## src/rtl/tta_pkg.sv

```systemverilog
// Shared types for the transport unit: operand kinds, op-word field layout and FSM states.
`default_nettype none

package tta_pkg;

  typedef enum logic [3:0] {
    KIND_REG     = 4'd0,
    KIND_IMM     = 4'd1,
    KIND_MEM_ABS = 4'd2,
    KIND_MEM_IND = 4'd3
  } kind_e;

  localparam int c_FIELD_W      = 4;
  localparam int c_SRC_KIND_LSB = 28;
  localparam int c_SRC_REG_LSB  = 24;
  localparam int c_DST_KIND_LSB = 20;
  localparam int c_DST_REG_LSB  = 16;

  typedef enum logic [2:0] {
    S_IDLE     = 3'd0,
    S_SRC      = 3'd1,
    S_SRC_WAIT = 3'd2,
    S_DST      = 3'd3,
    S_DST_WAIT = 3'd4,
    S_DONE     = 3'd5,
    S_ERR      = 3'd6
  } state_e;

  function automatic logic [3:0] op_src_kind(input logic [31:0] op);
    return op[c_SRC_KIND_LSB +: c_FIELD_W];
  endfunction

  function automatic logic [3:0] op_src_reg(input logic [31:0] op);
    return op[c_SRC_REG_LSB +: c_FIELD_W];
  endfunction

  function automatic logic [3:0] op_dst_kind(input logic [31:0] op);
    return op[c_DST_KIND_LSB +: c_FIELD_W];
  endfunction

  function automatic logic [3:0] op_dst_reg(input logic [31:0] op);
    return op[c_DST_REG_LSB +: c_FIELD_W];
  endfunction

  // Any of the four kinds may be a source; an immediate cannot be a destination.
  function automatic logic op_is_legal(input logic [31:0] op);
    logic [3:0] sk;
    logic [3:0] dk;
    sk = op_src_kind(op);
    dk = op_dst_kind(op);
    return (sk <= KIND_MEM_IND) &&
           ((dk == KIND_REG) || (dk == KIND_MEM_ABS) || (dk == KIND_MEM_IND));
  endfunction

endpackage

`default_nettype wire

```

## src/rtl/transport_unit_if.sv

```systemverilog
// Data-bus bundle between the transport unit (master) and memory (slave).
`default_nettype none

interface transport_unit_if;
  logic        dbus_valid_o;
  logic        dbus_we_o;
  logic [31:0] dbus_addr_o;
  logic [31:0] dbus_wdata_o;
  logic        dbus_ready_i;
  logic [31:0] dbus_rdata_i;

  modport master (
    output dbus_valid_o, dbus_we_o, dbus_addr_o, dbus_wdata_o,
    input  dbus_ready_i, dbus_rdata_i
  );

  modport slave (
    input  dbus_valid_o, dbus_we_o, dbus_addr_o, dbus_wdata_o,
    output dbus_ready_i, dbus_rdata_i
  );
endinterface

`default_nettype wire

```

## src/rtl/transport_unit_reg_file.sv

```systemverilog
// 16x32 register file: two asynchronous read ports, one synchronous write port.
`default_nettype none

module reg_file (
  input  wire logic        clk_i,
  input  wire logic        rst_ni,
  input  wire logic [3:0]  i_raddr_a,
  input  wire logic [3:0]  i_raddr_b,
  output logic      [31:0] o_rdata_a,
  output logic      [31:0] o_rdata_b,
  input  wire logic        i_we,
  input  wire logic [3:0]  i_waddr,
  input  wire logic [31:0] i_wdata
);

  logic [31:0] r_regs [16];

  always_ff @(posedge clk_i or negedge rst_ni) begin
    if (!rst_ni) begin
      for (int i = 0; i < 16; i++) r_regs[i] <= '0;
    end else if (i_we) begin
      r_regs[i_waddr] <= i_wdata;
    end
  end

  assign o_rdata_a = r_regs[i_raddr_a];
  assign o_rdata_b = r_regs[i_raddr_b];

endmodule

`default_nettype wire

```

## src/rtl/transport_unit.sv

```systemverilog
// Transport-triggered move unit: copies one value from a src (reg/imm/mem) to a dst (reg/mem).
`default_nettype none

module transport_unit
  import tta_pkg::*;
(
  input  wire logic        clk_i,
  input  wire logic        rst_ni,
  input  wire logic [31:0] op_i,
  input  wire logic [31:0] src_operand_i,
  input  wire logic [31:0] dst_operand_i,
  input  wire logic        start_i,
  output logic             need_src_operand_o,
  output logic             need_dst_operand_o,
  output logic             busy_o,
  output logic             done_o,
  output logic             error_o,
  transport_unit_if.master dbus
);

  state_e      r_state;
  logic [31:0] r_op;
  logic [31:0] r_src_opnd;
  logic [31:0] r_dst_opnd;
  logic [31:0] r_data;
  logic [31:0] r_addr;
  logic [31:0] r_wdata;
  logic        r_we;
  logic        r_done;
  logic        r_err;

  logic [3:0]  w_in_src_kind;
  logic [3:0]  w_in_dst_kind;
  logic [3:0]  w_src_kind;
  logic [3:0]  w_dst_kind;
  logic [31:0] w_src_rdata;
  logic [31:0] w_dst_rdata;
  logic        w_rf_we;
  logic        w_unused_op_low;

  assign w_in_src_kind = op_src_kind(op_i);
  assign w_in_dst_kind = op_dst_kind(op_i);
  assign w_src_kind    = op_src_kind(r_op);
  assign w_dst_kind    = op_dst_kind(r_op);
  assign w_unused_op_low = ^r_op[15:0];

  assign need_src_operand_o = (w_in_src_kind == KIND_IMM) || (w_in_src_kind == KIND_MEM_ABS);
  assign need_dst_operand_o = (w_in_dst_kind == KIND_MEM_ABS);

  assign w_rf_we = (r_state == S_DST) && (w_dst_kind == KIND_REG);

  reg_file u_reg_file (
    .clk_i     (clk_i),
    .rst_ni    (rst_ni),
    .i_raddr_a (op_src_reg(r_op)),
    .i_raddr_b (op_dst_reg(r_op)),
    .o_rdata_a (w_src_rdata),
    .o_rdata_b (w_dst_rdata),
    .i_we      (w_rf_we),
    .i_waddr   (op_dst_reg(r_op)),
    .i_wdata   (r_data)
  );

  always_ff @(posedge clk_i or negedge rst_ni) begin
    if (!rst_ni) begin
      r_state    <= S_IDLE;
      r_op       <= '0;
      r_src_opnd <= '0;
      r_dst_opnd <= '0;
      r_data     <= '0;
      r_addr     <= '0;
      r_wdata    <= '0;
      r_we       <= 1'b0;
      r_done     <= 1'b0;
      r_err      <= 1'b0;
    end else begin
      r_done <= 1'b0;
      r_err  <= 1'b0;
      case (r_state)
        S_IDLE: begin
          if (start_i) begin
            r_op       <= op_i;
            r_src_opnd <= src_operand_i;
            r_dst_opnd <= dst_operand_i;
            if (op_is_legal(op_i)) begin
              r_state <= S_SRC;
            end else begin
              r_state <= S_ERR;
              r_done  <= 1'b1;
              r_err   <= 1'b1;
            end
          end
        end
        S_SRC: begin
          if (w_src_kind == KIND_REG) begin
            r_data  <= w_src_rdata;
            r_state <= S_DST;
          end else if (w_src_kind == KIND_IMM) begin
            r_data  <= r_src_opnd;
            r_state <= S_DST;
          end else begin
            r_addr  <= (w_src_kind == KIND_MEM_ABS) ? r_src_opnd : w_src_rdata;
            r_we    <= 1'b0;
            r_state <= S_SRC_WAIT;
          end
        end
        S_SRC_WAIT: begin
          if (dbus.dbus_ready_i) begin
            r_data  <= dbus.dbus_rdata_i;
            r_state <= S_DST;
          end
        end
        S_DST: begin
          // Register destinations are written by the reg_file port during this cycle.
          if (w_dst_kind == KIND_REG) begin
            r_state <= S_DONE;
            r_done  <= 1'b1;
          end else begin
            r_addr  <= (w_dst_kind == KIND_MEM_ABS) ? r_dst_opnd : w_dst_rdata;
            r_wdata <= r_data;
            r_we    <= 1'b1;
            r_state <= S_DST_WAIT;
          end
        end
        S_DST_WAIT: begin
          if (dbus.dbus_ready_i) begin
            r_state <= S_DONE;
            r_done  <= 1'b1;
          end
        end
        S_DONE:  r_state <= S_IDLE;
        S_ERR:   r_state <= S_IDLE;
        default: r_state <= S_IDLE;
      endcase
    end
  end

  // Valid is a pure state decode so an asynchronous reset drops it immediately.
  assign dbus.dbus_valid_o = (r_state == S_SRC_WAIT) || (r_state == S_DST_WAIT);
  assign dbus.dbus_we_o    = r_we;
  assign dbus.dbus_addr_o  = r_addr;
  assign dbus.dbus_wdata_o = r_wdata;

  assign busy_o  = (r_state != S_IDLE);
  assign done_o  = r_done;
  assign error_o = r_err;

endmodule

`default_nettype wire

```

## src/flat_wrapper.sv

```systemverilog
// flat-port wrapper written by rule: the top's interface ports become plain ports
module transport_unit_flat import tta_pkg::*;
  (clk_i, rst_ni, op_i, src_operand_i, dst_operand_i, start_i, need_src_operand_o, need_dst_operand_o, busy_o, done_o, error_o, dbus_dbus_valid_o, dbus_dbus_we_o, dbus_dbus_addr_o, dbus_dbus_wdata_o, dbus_dbus_ready_i, dbus_dbus_rdata_i);
  transport_unit_if dbus_i ();
  input  wire logic clk_i;
  input  wire logic rst_ni;
  input  wire logic [31:0] op_i;
  input  wire logic [31:0] src_operand_i;
  input  wire logic [31:0] dst_operand_i;
  input  wire logic start_i;
  output logic need_src_operand_o;
  output logic need_dst_operand_o;
  output logic busy_o;
  output logic done_o;
  output logic error_o;
  output wire logic [$bits(dbus_i.dbus_valid_o)-1:0] dbus_dbus_valid_o;
  output wire logic [$bits(dbus_i.dbus_we_o)-1:0] dbus_dbus_we_o;
  output wire logic [$bits(dbus_i.dbus_addr_o)-1:0] dbus_dbus_addr_o;
  output wire logic [$bits(dbus_i.dbus_wdata_o)-1:0] dbus_dbus_wdata_o;
  input wire logic [$bits(dbus_i.dbus_ready_i)-1:0] dbus_dbus_ready_i;
  input wire logic [$bits(dbus_i.dbus_rdata_i)-1:0] dbus_dbus_rdata_i;
  assign dbus_dbus_valid_o = dbus_i.dbus_valid_o;
  assign dbus_dbus_we_o = dbus_i.dbus_we_o;
  assign dbus_dbus_addr_o = dbus_i.dbus_addr_o;
  assign dbus_dbus_wdata_o = dbus_i.dbus_wdata_o;
  assign dbus_i.dbus_ready_i = dbus_dbus_ready_i;
  assign dbus_i.dbus_rdata_i = dbus_dbus_rdata_i;
  transport_unit u_core (.clk_i(clk_i), .rst_ni(rst_ni), .op_i(op_i), .src_operand_i(src_operand_i), .dst_operand_i(dst_operand_i), .start_i(start_i), .need_src_operand_o(need_src_operand_o), .need_dst_operand_o(need_dst_operand_o), .busy_o(busy_o), .done_o(done_o), .error_o(error_o), .dbus(dbus_i));
endmodule
```

## config.mk

```make
export PLATFORM = sky130hd
export DESIGN_NAME = transport_unit_flat
export DESIGN_NICKNAME = d
export VERILOG_FILES = /design/src/rtl/tta_pkg.sv /design/src/rtl/transport_unit_if.sv /design/src/rtl/transport_unit_reg_file.sv /design/src/rtl/transport_unit.sv /design/src/flat_wrapper.sv
export SDC_FILE = /design/constraint.sdc
export NUM_CORES = 1
export LEC_CHECK = 0
export BUFFER_PORTS_ARGS = -buffer_cell sky130_fd_sc_hd__buf_2
export CORE_MARGIN = 1.5
export CORE_UTILIZATION = 62
export CTS_CLUSTER_SIZE = 16
export DETAILED_ROUTE_END_ITERATION = 10
export PLACE_DENSITY = 0.81
export SYNTH_ARGS = -nofsm -noshare
export SYNTH_HDL_FRONTEND = slang
export SYNTH_SLANG_ARGS = --single-unit
```

## constraint.sdc

```tcl
create_clock -name clk_i -period 3.3 [get_ports clk_i]
set_clock_uncertainty 0.05 [all_clocks]
set_input_delay 0.33 -clock clk_i [delete_from_list [all_inputs] [get_ports clk_i]]
set_output_delay 0.33 -clock clk_i [all_outputs]
set_load 0.03 [all_outputs]
```

==> results of run 1 <==
[flip-flops by register name, indices dropped and copies added (netlist names)]
register and flops:
u_core.r_data 32, u_core.r_op 16, u_core.u_reg_file.r_regs 512, u_core.dbus.dbus_addr_o 32, u_core.r_state 3, u_core.dbus.dbus_we_o 1
u_core.r_src_opnd 32, u_core.done_o 1, u_core.dbus.dbus_wdata_o 32, u_core.r_dst_opnd 32, u_core.error_o 1
[power groups by stage]
stage          combinational, uW  clock, uW  sequential [uW]
3_5_place_dp               10800          0            12800
6_report                   11400       8670            12800
5_1_grt                    11800       9060            13000
4_1_cts                    11000       8710            12700
3_3_place_gp               10600          0            12600
2_1_floorplan               7140          0            12100
[worst reg2reg max path, stage by stage, from the launching register on]
cell and delay [ns]:
dfrtp_1 0.40, or4_1 0.71, nor2_1 0.43, nand3_1 0.40
nor3_4 0.29, buf_4 0.36, mux2_2 0.39
[how the worst max path moves through the flow]
stage	startpoint	end	slack, ns
2_1_floorplan	u_core.r_op[21]	u_core.u_reg_file.r_regs[193]	0.90
5_1_grt	u_core.r_op[20]	u_core.u_reg_file.r_regs[384]	0.11
6_report	u_core.r_op[20]	u_core.u_reg_file.r_regs[386]	0.15
3_3_place_gp	u_core.r_op[21]	u_core.u_reg_file.r_regs[389]	0.31
4_1_cts	u_core.r_op[20]	u_core.u_reg_file.r_regs[386]	0.24
3_5_place_dp	u_core.r_op[20]	u_core.u_reg_file.r_regs[411]	0.27
[cell type report]
| type | instances | area (sq um) | area share |
|---|---|---|---|
| Clock buffer | 101 | 2180 | 0.0536 |
| Inverter | 4 | 15.0 | 0.000369 |
| Multi-Input combinational cell | 1657 | 16500 | 0.407 |
| Clock inverter | 30 | 347 | 0.00852 |
| Timing Repair Buffer | 407 | 3270 | 0.0803 |
| Tap cell | 748 | 936 | 0.0230 |
| Sequential cell | 694 | 17400 | 0.427 |
| Antenna cell | 4 | 10.0 | 0.000246 |
[metrics by stage]
step                std cells   util  hold slack (ns)
floorplan                2594      -          -0.0156
global placement         3419  0.673            0.264
detailed placement       3419  0.673            0.266
CTS                      3641  0.735          0.00255
global route             3644  0.736           0.0235
finish                   3645  0.736           0.0125
[metal layers]
layer,vias to the layer above,wire length [um],global-route usage
met1,13400,39900,0.517
met4,0,7480,0.250
met5,-,0,0
li1,10300,-,-
met2,1999,51300,0.593
met3,544,14100,0.134
[kinds of logic (layout without fill, tap and decap cells)]
logic type,after synthesis,after routing,share of synthesized area
flip-flops,694,694,0.498
multiplexers,929,929,0.358
XOR/XNOR,2,2,0.000503
AO/OA/AOI/OAI,300,300,0.0598
other,0,4,0
AND/OR/NAND/NOR,426,426,0.0530
buffers and inverters,243,542,0.0308
[synthesized netlist by cell type (3+ instances only)]
| library cell | count | area, sq um |
|---|---|---|
| dfrtp_1 | 694 | 17400 |
| mux2_2 | 575 | 6470 |
| mux4_2 | 194 | 4370 |
| nor2_1 | 187 | 702 |
| clkbuf_1 | 144 | 541 |
| mux2i_1 | 143 | 1430 |
| nand2_1 | 139 | 522 |
| o22ai_1 | 123 | 769 |
| a22oi_1 | 66 | 495 |
| buf_2 | 56 | 280 |
| nor3_1 | 33 | 165 |
| a31oi_1 | 31 | 194 |
| o221ai_1 | 31 | 272 |
| buf_1 | 21 | 78.8 |
| nor4_1 | 19 | 119 |
| mux2_1 | 17 | 191 |
| a211oi_1 | 14 | 105 |
| a211o_1 | 13 | 114 |
| buf_4 | 12 | 90.1 |
| a21oi_1 | 9 | 45.0 |
| nand3_1 | 8 | 40.0 |
| buf_6 | 6 | 67.6 |
| nand2b_1 | 6 | 37.5 |
| nor2b_1 | 6 | 37.5 |
| o21ai_0 | 5 | 25.0 |
| and3_1 | 4 | 25.0 |
| inv_1 | 4 | 15.0 |
| nand2_2 | 4 | 25.0 |
| or3_1 | 4 | 25.0 |
| and2_1 | 3 | 18.8 |
| or3b_2 | 3 | 26.3 |
==> flow_metrics.py, run 1 <==
metrics = {
    "placed_design": {
        "hpwl_mm": 66.7,
        "place.gp.congestion": 0.882,
        "port_buffers": 186,
        "pre_cts_slack_ns": 0.274,
        "dpl-instance-area_sq_um": 37200,
    },
    "timing": {
        "slew_headroom": 0.431,
        "timing.setup.tns_ns": 0,
        "setup_slack_ns": 0.148,
        "drv_slew": 0,
        "hold_violations": 0,
        "fmax_mhz": 317,
        "rsz0062_at_grt": "no",
        "fin_crit_ns": 3.15,
        "tightest_slew_ns": 0.846,
        "setup_viol": 0,
        "period_share": 0.955,
    },
    "clock_network": {
        "post_cts_buffers": 0,
        "clockRootBuffer": "clkbuf_16",
        "htree_levels": 3,
        "clock-sinks": 694,
        "clk_latency_ns": 0.64,
        "cts_buffers": 73,
        "holdBufCountCts": 91,
        "ctsResizeCount": 0,
        "cts.path.max_buffers": 3,
        "cts_tree": "yes",
        "path_clk_slew_ns": 0.06,
    },
    "floorplanning": {
        "pin_count": 203,
        "die_area_sq_um": 57700,
        "die_w_um": 240,
        "core_region_area_sq_um": 55300,
        "die-height_um": 240,
        "rows": 86,
        "start_util": 0.630,
    },
    "layout": {
        "nFillCells": 3385,
        "syn_to_final_growth_pct": 16.7,
        "drive_gt1_frac": 0.430,
        "finalInstanceArea_sq_um": 40700,
        "layout_common_cells": "dfrtp_1 (689), mux2_2 (575), mux4_2 (194)",
        "nets": 2969,
        "final_common_cell": "dfrtp_1",
    },
    "drt": {
        "drc": 0,
        "dr_total_vias": 26300,
        "drtIter0Drc": 3528,
        "drt_pass1_iterations": 5,
        "vias_per_cell": 7.20,
        "ant_nets": 0,
        "wl_mm": 113,
        "wl_per_cell_um": 31.0,
    },
    "pwr": {
        "p_int_uw": 20100,
        "p_sw_uw": 12700,
        "p_leak_uw": 0.0192,
        "peakVddDrop_mv": 0.601,
        "pwr_density_cell_nw_per_um2": 808,
        "power_frac_clock": 0.264,
        "seq_power_share": 0.391,
        "netSwitchingFraction": 0.388,
        "total_power_uw": 32900,
        "p_comb_frac": 0.346,
    },
    "logic_synthesis": {
        "ys_types": 49,
        "yosys_warnings": 0,
        "synth_area_per_cell_sq_um": 13.4,
        "synth-seq-area-share": 0.498,
        "syn_inst": 2594,
        "synth_async_sr_flop_share": 1.00,
        "ys_ff_latch": 694,
        "syn_nets": 2726,
        "syn-cell-area_sq_um": 34900,
        "synth-edff-count": 0,
        "dominantRegCellSynth": "dfrtp_1",
    },
    "critical_path": {
        "crit_buf_inv": 1,
        "arrival_ns": 3.60,
        "worst-r2r-setup-slack_ns": 0.15,
        "r2r-start": "u_core.r_op[20]",
        "path_cells": "or4_1 -> nor2_1 -> nand3_1 -> nor3_4 -> buf_4 -> mux2_2",
        "ff2ff_path_depth": 6,
        "cp_slowest_cell": "or4_1",
        "cp-start-kind": "flip-flop",
        "path_delay_family": "simple AND/OR/NAND/NOR gates",
        "cp_data_required_time_ns": 3.75,
        "cp.depth": 6,
        "end_kind": "flip-flop",
        "regToRegEndpoint": "u_core.u_reg_file.r_regs[386]",
        "cpPeakStageDelay_ns": 0.71,
        "path_class": "reg2reg",
        "cp_max_fo": 12,
    },
    "hold_path": {
        "hp-class": "in2reg",
        "worstHoldStart": "dbus_dbus_rdata_i[2]",
        "hold_end": "u_core.r_data[2]",
        "hold_path_depth": 3,
    },
    "grt": {
        "grt_pass1_wl_mm": 170,
        "grt_max_degree": 102,
        "overflow": 0,
        "antenna_found_initial": 6,
        "grtUsageTotal": 0.402,
        "grt_pass1_vias": 27100,
    },
    "status": {
        "status": "completed",
    },
    "flow_run": {
        "maxCapViolations": 0,
    },
}
(Power assumes the default switching activity.)
==> run 2: changes to the inputs <==
CORE_UTILIZATION = 40   (was 62)
PLACE_DENSITY = not set   (was 0.81)
==> flow_metrics.py, run 2 (synthesized netlist as in run 1, its figures left out) <==
metrics = {
    "timing": {
        "period_share": 0.888,
        "slew_headroom": 0.193,
        "setup_viol": 0,
        "setup_slack_ns": 0.369,
        "timing.setup.tns_ns": 0,
        "hold_violations": 0,
        "hold_ws_ns": 0.0279,
        "rsz0062_at_grt": "no",
        "fmax_mhz": 341,
        "drv_slew": 0,
        "tightest_slew_ns": 1.20,
        "fin_crit_ns": 2.93,
    },
    "clock_network": {
        "htree_levels": 3,
        "cts_tree": "yes",
        "ctsResizeCount": 0,
        "clockRootBuffer": "clkbuf_16",
        "clk_latency_ns": 0.64,
        "cts.path.max_buffers": 3,
        "clock-sinks": 694,
        "path_clk_slew_ns": 0.06,
        "post_cts_buffers": 0,
        "holdBufCountCts": 105,
        "cts_buffers": 78,
    },
    "placed_design": {
        "hpwl_mm": 72.9,
        "pre_cts_slack_ns": 0.395,
        "place.gp.congestion": 0.852,
        "port_buffers": 186,
    },
    "hold_path": {
        "hp-class": "in2reg",
        "hold_end": "u_core.r_data[10]",
        "hold_path_depth": 3,
        "worstHoldStart": "dbus_dbus_rdata_i[10]",
    },
    "floorplanning": {
        "start_util": 0.402,
        "rows": 108,
        "die_w_um": 298,
        "die_area_sq_um": 88900,
        "pin_count": 203,
        "core_region_area_sq_um": 86600,
        "die-height_um": 298,
    },
    "layout": {
        "largest_register_ffs": 512,
        "final_common_cell": "dfrtp_1",
        "syn_to_final_growth_pct": 19.2,
        "nets": 2999,
        "layout_common_cells": "dfrtp_1 (689), mux2_2 (575), mux4_2 (194)",
        "regMostFlops": "u_core.u_reg_file.r_regs",
        "drive_gt1_frac": 0.430,
    },
    "critical_path": {
        "path_cells": "or4_1 -> nor3_1 -> nand2_1 -> nor2_4 -> buf_4 -> mux2_2",
        "regToRegEndpoint": "u_core.u_reg_file.r_regs[33]",
        "cp_data_required_time_ns": 3.76,
        "cp-start-kind": "flip-flop",
        "worst-r2r-setup-slack_ns": 0.37,
        "cp.depth": 6,
        "end_kind": "flip-flop",
        "path_class": "reg2reg",
        "crit_buf_inv": 1,
        "cpPeakStageDelay_ns": 0.82,
        "cp_max_fo": 14,
        "ff2ff_path_depth": 6,
        "cp_slowest_cell": "or4_1",
        "arrival_ns": 3.39,
        "r2r-start": "u_core.r_op[21]",
        "path_delay_family": "simple AND/OR/NAND/NOR gates",
    },
    "grt": {
        "grt_max_degree": 120,
        "grt_pass1_wl_mm": 174,
        "grt_pass1_vias": 26200,
        "overflow": 0,
        "grtUsageTotal": 0.261,
        "antenna_found_initial": 3,
    },
    "pwr": {
        "peakVddDrop_mv": 0.848,
        "total_power_uw": 33300,
        "pwr_density_cell_nw_per_um2": 801,
        "p_leak_uw": 0.0194,
    },
    "drt": {
        "drtIter0Drc": 2581,
        "ant_nets": 0,
        "drc": 0,
        "vias_per_cell": 6.13,
        "wl_per_cell_um": 28.4,
        "drt_pass1_iterations": 6,
        "wl_mm": 116,
        "dr_total_vias": 25100,
    },
    "status": {
        "status": "completed",
    },
    "flow_run": {
        "maxCapViolations": 0,
    },
}
==> run 2: changes by cell type in the layout (fill, tap and decap cells not counted), moves of 4 or more <==
cell / delta
buf_4: +9
clkinvlp_4: -4
clkbuf_1: +9
dlygate4sd3_1: +14
clkinv_8: +4
==> run 2: worst max-delay path by stage <==
stage / start / endpoint / slack [ns]
after global routing: u_core.r_op[21] / u_core.u_reg_file.r_regs[38] / 0.23
after floorplan: u_core.r_op[21] / u_core.u_reg_file.r_regs[193] / 0.90
after global placement: u_core.r_op[21] / u_core.u_reg_file.r_regs[43] / 0.41
final: u_core.r_op[21] / u_core.u_reg_file.r_regs[33] / 0.37
after CTS: u_core.r_op[21] / u_core.u_reg_file.r_regs[38] / 0.39
after detailed placement: u_core.r_op[21] / u_core.u_reg_file.r_regs[33] / 0.40
==> run 2: area by class of cell <==
| cell class | instances | area, sq um |
|---|---|---|
| tap | 1155 | 1450 |
| clock inverter | 28 | 379 |
| antenna | 2 | 5.00 |
| clock buffer | 112 | 2240 |
| multi-input combinational | 1657 | 16600 |
| inverter | 4 | 15.0 |
| timing repair buffer | 432 | 3510 |
| fill | 7517 | 45100 |
| sequential | 694 | 17400 |
==> run 2: layer usage <==
layer | wire (um) | track usage | share of wire
met4 | 3680 | 0.0863 | 0.032
met5 | 7 | 0 | 0.000060
met2 | 54200 | 0.412 | 0.47
met1 | 48400 | 0.357 | 0.42
met3 | 9580 | 0.0578 | 0.083
==> run 2: worst reg2reg max path, delay by kind of cell, from the launching register on <==
family / cells / cell delay [ns]
buf+inv: 1 / 0.32
mux: 1 / 0.39
simple gates: 4 / 1.67
flops: 1 / 0.39
==> run 2: report_power, final <==
group          total [uW]  switching [uW]  internal [uW]
clock network        8940            3640           5290
registers           12800            2560          10300
logic               11500            6650           4890
total               33300           12900          20400
==> run 2: through the flow <==
stage	std cells	area, sq um	utilization
floorplan	2594	34900	-
global placement	3837	37900	0.437
detailed placement	3837	37900	0.437
CTS	4082	41500	0.480
global route	4082	41500	0.480
finish	4084	41500	0.480
